### config.mk
export PLATFORM = sky130hd
export DESIGN_NAME = parking_slot_timer
export DESIGN_NICKNAME = d
export VERILOG_FILES = /design/src/rtl/parking_slot_timer.sv
export SDC_FILE = /design/constraint.sdc
export NUM_CORES = 1
export LEC_CHECK = 0
export CORE_MARGIN = 2
export CORE_UTILIZATION = 50
export CTS_CLUSTER_DIAMETER = 60
export DETAILED_ROUTE_END_ITERATION = 7
export GPL_ROUTABILITY_DRIVEN = 0
export PLACE_DENSITY = 0.68
export SYNTH_ARGS = -nofsm -noshare
export SYNTH_HDL_FRONTEND = slang
export SYNTH_SLANG_ARGS = --single-unit
### constraint.sdc
create_clock -name CLK_IN -period 9.82 [get_ports CLK_IN]
set_input_delay 1.473 -clock CLK_IN [delete_from_list [all_inputs] [get_ports CLK_IN]]
set_output_delay 1.473 -clock CLK_IN [all_outputs]
set_load 0.1 [all_outputs]
### src/rtl/parking_slot_timer.sv
// parking_slot_timer: per-slot occupancy timer with shift-add fee calculator; PARKING_GRACE_EN enables a free grace period
module parking_slot_timer #(
  parameter int NUM_SLOTS = 4,
  parameter int SLOT_W = 2,
  parameter int TICKS_PER_UNIT = 500,
  parameter int TIME_W = 16,
  parameter int RATE = 5,
  parameter int FEE_W = 24,
  parameter int GRACE_UNITS = 3
) (
  input  logic                 CLK_IN,
  input  logic                 RST,
  input  logic                 TIMER_CLK,
  input  logic [SLOT_W-1:0]    SLOT,
  input  logic                 ENTER,
  input  logic                 EXIT,
  output logic [NUM_SLOTS-1:0] OCCUPIED,
  output logic                 BUSY,
  output logic                 DONE,
  output logic [SLOT_W-1:0]    DONE_SLOT,
  output logic [TIME_W-1:0]    DURATION,
  output logic [FEE_W-1:0]     FEE,
  output logic                 ERROR
);
  typedef enum logic [1:0] {IDLE, MULT, REPORT} state_t;
  localparam int PW = $clog2(TICKS_PER_UNIT + 1);
  localparam int BW = $clog2(TIME_W + 1);
  localparam logic [PW-1:0] PRE_LAST = PW'(TICKS_PER_UNIT - 1);
  localparam logic [BW-1:0] BIT_LAST = BW'(TIME_W - 1);
  localparam logic [SLOT_W:0] NS = (SLOT_W + 1)'(NUM_SLOTS);
  localparam logic [TIME_W-1:0] GRACE = TIME_W'(GRACE_UNITS);
`ifdef PARKING_GRACE_EN
  localparam bit GRACE_EN = 1'b1;
`else
  localparam bit GRACE_EN = 1'b0;
`endif
  state_t state, state_n;
  logic sync1, sync2, tclk_d;
  logic [PW-1:0] pre;
  logic [NUM_SLOTS-1:0][TIME_W-1:0] cnt;
  logic [TIME_W-1:0] cur, mq, dur_r;
  logic [FEE_W-1:0] mc, acc;
  logic [BW-1:0] bit_cnt;
  logic [SLOT_W-1:0] slot_r;
  logic rise, unit, in_range, sel_occ, enter_ok, exit_ok, grace_hit;

  assign rise = sync2 & ~tclk_d;
  assign unit = rise && pre == PRE_LAST;
  assign in_range = {1'b0, SLOT} < NS;
  assign sel_occ = in_range && OCCUPIED[SLOT];
  assign cur = cnt[SLOT];
  assign enter_ok = state == IDLE && ENTER && !EXIT && in_range && !sel_occ;
  assign exit_ok = state == IDLE && EXIT && !ENTER && sel_occ;
  assign grace_hit = GRACE_EN && cur <= GRACE;
  assign BUSY = state != IDLE;

  // Synchronize the divider output, detect its rising edges and divide them down to unit pulses
  always_ff @(posedge CLK_IN or posedge RST)
    if (RST) {sync1, sync2, tclk_d, pre} <= '0;
    else begin
      {sync1, sync2, tclk_d} <= {TIMER_CLK, sync1, sync2};
      if (rise) pre <= unit ? '0 : pre + 1'b1;
    end

  // Per-slot saturating duration counters; an accepted entry clears the counter and swallows a coincident tick
  always_ff @(posedge CLK_IN or posedge RST)
    if (RST) cnt <= '0;
    else
      for (int i = 0; i < NUM_SLOTS; i++)
        if (enter_ok && SLOT == SLOT_W'(i)) cnt[i] <= '0;
        else if (unit && OCCUPIED[i] && cnt[i] != '1) cnt[i] <= cnt[i] + 1'b1;

  // Occupancy flags
  always_ff @(posedge CLK_IN or posedge RST)
    if (RST) OCCUPIED <= '0;
    else if (enter_ok) OCCUPIED[SLOT] <= 1'b1;
    else if (exit_ok) OCCUPIED[SLOT] <= 1'b0;

  // FSM state register
  always_ff @(posedge CLK_IN or posedge RST)
    if (RST) state <= IDLE;
    else state <= state_n;

  // FSM next state: exit starts the multiply (or jumps straight to report inside the grace period)
  always_comb begin
    state_n = state;
    if (state == IDLE && exit_ok) state_n = grace_hit ? REPORT : MULT;
    if (state == MULT && bit_cnt == BIT_LAST) state_n = REPORT;
    if (state == REPORT) state_n = IDLE;
  end

  // Capture on exit, LSB-first shift-add multiply, publish results and pulses
  always_ff @(posedge CLK_IN or posedge RST)
    if (RST) begin
      {mq, mc, acc, bit_cnt, slot_r, dur_r} <= '0;
      {DONE, ERROR, DONE_SLOT, DURATION, FEE} <= '0;
    end else begin
      ERROR <= (ENTER || EXIT) && !enter_ok && !exit_ok;
      DONE <= state == REPORT;
      if (exit_ok) begin
        slot_r <= SLOT;
        dur_r <= cur;
        mq <= cur == '0 ? TIME_W'(1) : cur;
        mc <= FEE_W'(RATE);
        acc <= '0;
        bit_cnt <= '0;
      end else if (state == MULT) begin
        if (mq[0]) acc <= acc + mc;
        mq <= mq >> 1;
        mc <= mc << 1;
        bit_cnt <= bit_cnt + 1'b1;
      end
      if (state == REPORT) begin
        DONE_SLOT <= slot_r;
        DURATION <= dur_r;
        FEE <= acc;
      end
    end
endmodule
Yosys cells after proc, flatten, opt, wreduce, memory -nomap -nowiden
Cells that the tools add are included.

storage, ports and cells
  word-level logic and storage cells = 119
  input port bits = 7
  flip-flop bits (word level) = 213
  output and inout port bits = 49

cells by class
  $lt $le $gt $ge = 2
  bitwise operators = 5
  mux-type cells = 30
  equal/unequal tests = 11
  $add $sub $neg = 7
  reductions and logical operators = 43

operators by type and width
  kind                                           count
  two-way mux 16 bit                             12
  two-way mux 24 bit                             5
  adder 16 x 1 -> 16 bit, second input constant  4
  inequality test 16 bit, second input constant  4
  binary-select mux 16 bit (select 2 bit)        1
  adder 24 bit                                   1
  logical AND 1 bit                              24
  logical NOT 16 bit                             1
  nonzero test 2 bit                             8
  two-way mux 5 bit                              2
  adder 9 x 1 -> 9 bit, second input constant    1
  == test 9 bit, second input constant           1
  two-way mux 9 bit                              1
  two-way mux 4 bit                              2
  == test 2 bit, second input constant           3
  two-way mux 2 bit                              3
  adder 5 x 1 -> 5 bit, second input constant    1
  == test 5 x 4 -> 1 bit, second input constant  1
  logical NOT 1 bit                              5
  AND 4 bit                                      1
  == test 2 x 1 -> 1 bit, second input constant  2
  logical NOT 2 bit                              2
  NOT 4 bit                                      1
  OR 4 bit                                       1
  other kinds (10)                               11

Logic depth before layout (Yosys ltp)
  depth in word-level cells = 8
  gate-level depth with buffers = 10
  mapped depth without buffers = 10

Worst setup path before layout
Ideal clock, no wire load.

  path kind = input-to-reg
  from = input port SLOT[0]
  to = register cnt[3] (netlist name)
  setup time = 129 ps
  path buffers = 1
  data arrival time = 3028 ps
  data required time = 9691 ps
  stages = 7
  setup slack = 6662 ps
  cells stage by stage = buf_6 > mux4_2 > nor3_2 > nand2_2 > or3_1 > o211ai_1 > o31ai_1

on the way
  word-level cells in the longest chain between the ends = 6
  elaborated cells on any way between the ends = 8
  classes of those cells = mux (3); reduce/logical (5)

RTL lines
  element                                                   line  RTL
  from (decl)                                               14    input logic [SLOT_W-1:0] SLOT,
  binary-select mux 1 bit (select 2 bit)                    50    assign sel_occ = in_range && OCCUPIED[SLOT];
  two-way mux 1 bit (not written as such)                   50
  logical NOT 1 bit                                         52    assign enter_ok = state == IDLE && ENTER && !EXIT && in_range && !sel_occ;
  logical AND 1 bit                                         52
  logical AND 1 bit (*)                                     70    if (enter_ok && SLOT == SLOT_W'(i)) cnt[i] <= '0;
  two-way mux 16 bit or nonzero test 2 bit (tied branches)  n/a
  to (signal assigned)                                      67    if (RST) cnt <= '0;
  to (signal, indexed assignment)                           70
  to (decl)                                                 40    logic [NUM_SLOTS-1:0][TIME_W-1:0] cnt;

Mark *: on every way between the ends. The rest lies on a longest branch, timed or not. The select of a mux whose other input is x is not followed.
A chain may end at the register's enable or synchronous reset.

Final worst setup path
  from = register state[1]
  to = output port BUSY

on the way
  word-level cells in the longest chain between the ends = 1

RTL lines
  element                 line  RTL
  from (decl)             37    state_t state, state_n;
  from (signal assigned)  82    else state <= state_n;
  nonzero test 2 bit      55    assign BUSY = state != IDLE;
  to (decl)               18    output logic BUSY,

No other way between the ends.

==> results.md <==
* Slew @ Worst Pin at 1.10 ns
* Number of vias per cell at 5.74
* Largest net degree at the start of global routing at 152
* CTS Hold Bufs at 0
* Fillcell total at 1795
* Net switching power at 1.60 mW
* Netlist Area Pre-Place at 0.0107 mm²
* Tmin final at 3.82 ns
* Antenna-violating nets left at 0
* Final max-slew violation count at 0
* Total Routing Usage GR at 21.6%
* Clk_skew at 0.0176 ns
* Number of synthesized flops with an enable pin at 0
* Leading area contributor after synthesis: dfrtp_1
* Top_reg_cell synth: dfrtp_1
* Worst VDD drop at 0.294 mV
* Crit Path Category: flop to output pin
* DRT Wirelength at 23.4 mm
* Initial Util at 50.8%
* WP data required at 8.35 ns
* Seq pwr share at 41.0%
* Post-CTS Resized at 0
* Max-cap viol count at 0
* Syn Area/Cell at 10.2 µm²
* Layout cell share with drive strength beyond 1 at 11.1%
* Crit start category: flop
* Leakage at 5.26 nW
* Chip height at 150 µm
* Final period util at 38.9%
* Postcts setup bufs at 0
* Syn Inst Count at 1052
* Port Buffers at 55
* Crit path DAT at 2.35 ns
* Switching share of power at 42.0%
* Setup violators final at 0
* CTS tree: yes
* P&R area growth vs syn at 14.3%
* CP max FO at 6
* Die Span X at 150 µm
* Most common cell after layout, fill and taps aside: dfrtp_1
* Syn nets at 1090
* CP Capture Type: output pin
* Vias in the first global route at 7615
* Fraction of the yosys area taken by sequential cells at 49.9%
* Final nets at 1131
* Synth Register Bits at 213
* Core Util, Final at 58.1%
* Commonest non-fill, non-tap cells in the layout: dfrtp_1, nand2_1, nor2_1, o21ai_0, a21oi_1
* First-pass GRT wire length at 39.1 mm
* Slew headroom at 26.6%
* Via count at 7944
* Die footprint at 0.0226 mm²
* Clock power share at 23.0%
* CTS max path bufs at 3
* Syn. warnings at 0
* GR Overflow Total at 0
* Final TNS setup at 0 ns
* Residual DRC at 0
* Top cells by area, synth: dfrtp_1, nand2_1, mux2_2
* Core ar. at 0.0210 mm²
* Power Internal at 2.21 mW
* Root buffer cell: clkbuf_16
* Share of the synthesized area in the top cell type at 49.9%
* Power per standard cell area at 312 mW/mm²
* Post-DP HPWL at 16.2 mm
* Outcome: completed
* Comb pwr share at 36.0%
* Boundary Pins at 56
* Initial antenna violation count at 0
* Average wire per standard cell at 16.9 µm
* Clk sinks at 213
* Peak Freq at 261 MHz
* # diodes at 0
* DRT Pass-1 Iters at 5
* Hold crit path type: flop to flop
* Reg clk slew, reported paths at 0.06 ns
* H-tree depth at 1
* Fin. Hold Viols at 0
* CTS buffer count at 25
* Unrepaired setup endpoints after global routing: no
* Post-synthesis cell type count at 60
* Number of DRC markers in iteration 0 at 565
* Clk_lat worst skew at 0.52 ns
* Num rows at 53
* Asr flop ratio synth at 100%
synth_stat cells (5+ instances only):
| cell | count |
|---|---|
| a21oi_1 | 60 |
| o21ai_1 | 16 |
| nand2_1 | 177 |
| nor2b_1 | 5 |
| clkbuf_1 | 33 |
| o21ai_0 | 62 |
| nor3_1 | 9 |
| mux2_2 | 42 |
| xnor2_1 | 23 |
| nor2_1 | 74 |
| mux4_2 | 17 |
| nand3_1 | 34 |
| or3_1 | 11 |
| a21o_1 | 8 |
| and2_1 | 6 |
| xor2_1 | 46 |
| ha_1 | 30 |
| mux2i_1 | 18 |
| and4_1 | 12 |
| inv_1 | 21 |
| a31oi_1 | 6 |
| o31ai_1 | 7 |
| nand2b_1 | 7 |
| and3_1 | 10 |
| dfrtp_1 | 213 |
| nand4_1 | 30 |
| a211oi_1 | 5 |
| buf_2 | 12 |
| o211ai_1 | 5 |
registers in the layout, summed over array words and instances (netlist names), 5 cells and up, named ones only:
register and cells:
cnt 64, FEE 24, acc 24, mc 24, DURATION 16, dur_r 16
mq 16, pre 9, bit_cnt 5
final timing paths:
path                                           start                  end  slack, ns  cells past startpoint
worst max-delay path            state[1]$_DFFE_PP0P_                 BUSY       6.00                      3
worst min-delay path                 sync1$_DFF_PP0_      sync2$_DFF_PP0_       0.35                      0
worst max register to register    acc[0]$_DFFE_PP0P_  acc[18]$_DFFE_PP0P_       6.98                     10
worst min register to register       sync1$_DFF_PP0_      sync2$_DFF_PP0_       0.35                      0
max in group asynchronous                        RST    mq[7]$_DFFE_PP0P_       6.84                      3
min in group asynchronous                        RST   FEE[1]$_DFFE_PP0P_       1.61                      2
metrics by stage:
step / hold slack [ns] / total power [mW] / area [µm²] / cells / setup slack (ns)
6_report: 0.349 / 3.81 / 12200 / 1384 / 6.00
5_1_grt: 0.354 / 4.05 / 12200 / 1384 / 5.91
4_1_cts: 0.350 / 3.84 / 12200 / 1384 / 5.95
3_5_place_dp: 0.337 / 2.94 / 11400 / 1341 / 5.54
3_3_place_gp: 0.333 / 2.90 / 11400 / 1341 / 5.59
2_1_floorplan: 0.331 / 2.54 / 10700 / 1052 / 2.52
metal layers:
layer	track usage, %	vias up	share of wire [%]
met5	0	-	0
met4	6.37	0	2.4
met3	3.06	44	5.4
met2	34.6	214	46
met1	30.7	3883	46
li1	-	3803	-
kinds of logic after synthesis:
group                    after synthesis  synth area share (%)
AND/OR/NAND/NOR                      398                  17.6
XOR/XNOR                              69                  5.66
flip-flops                           213                  49.9
adder cells (fa/ha/maj)               31                  3.70
multiplexers                          77                  9.69
buffers and inverters                 68                  2.67
AO/OA/AOI/OAI                        196                  10.8
final cells by class:
type	count	area, µm²	area share (%)
Clock buffer	36	707	5.79
Clock inverter	7	72.6	0.594
Inverter	21	86.3	0.707
Multi-Input combinational cell	771	5080	41.6
Sequential cell	213	5330	43.6
Tap cell	275	344	2.82
Timing Repair Buffer	61	596	4.88
worst max-delay path, cell delays in order, from the launching register on:
cell and delay (ns):
dfrtp_1 0.44, nor2_1 0.11, inv_1 0.13, clkdlybuf4s50_1 1.15
power by group through the flow:
stage / sequential, mW / combinational, mW / clock, mW
floorplan: 1.76 / 0.783 / 0
global placement: 1.56 / 1.34 / 0
detailed placement: 1.57 / 1.38 / 0
CTS: 1.56 / 1.38 / 0.897
global route: 1.61 / 1.51 / 0.934
finish: 1.56 / 1.37 / 0.877
Power figures use the tool's default switching activity.
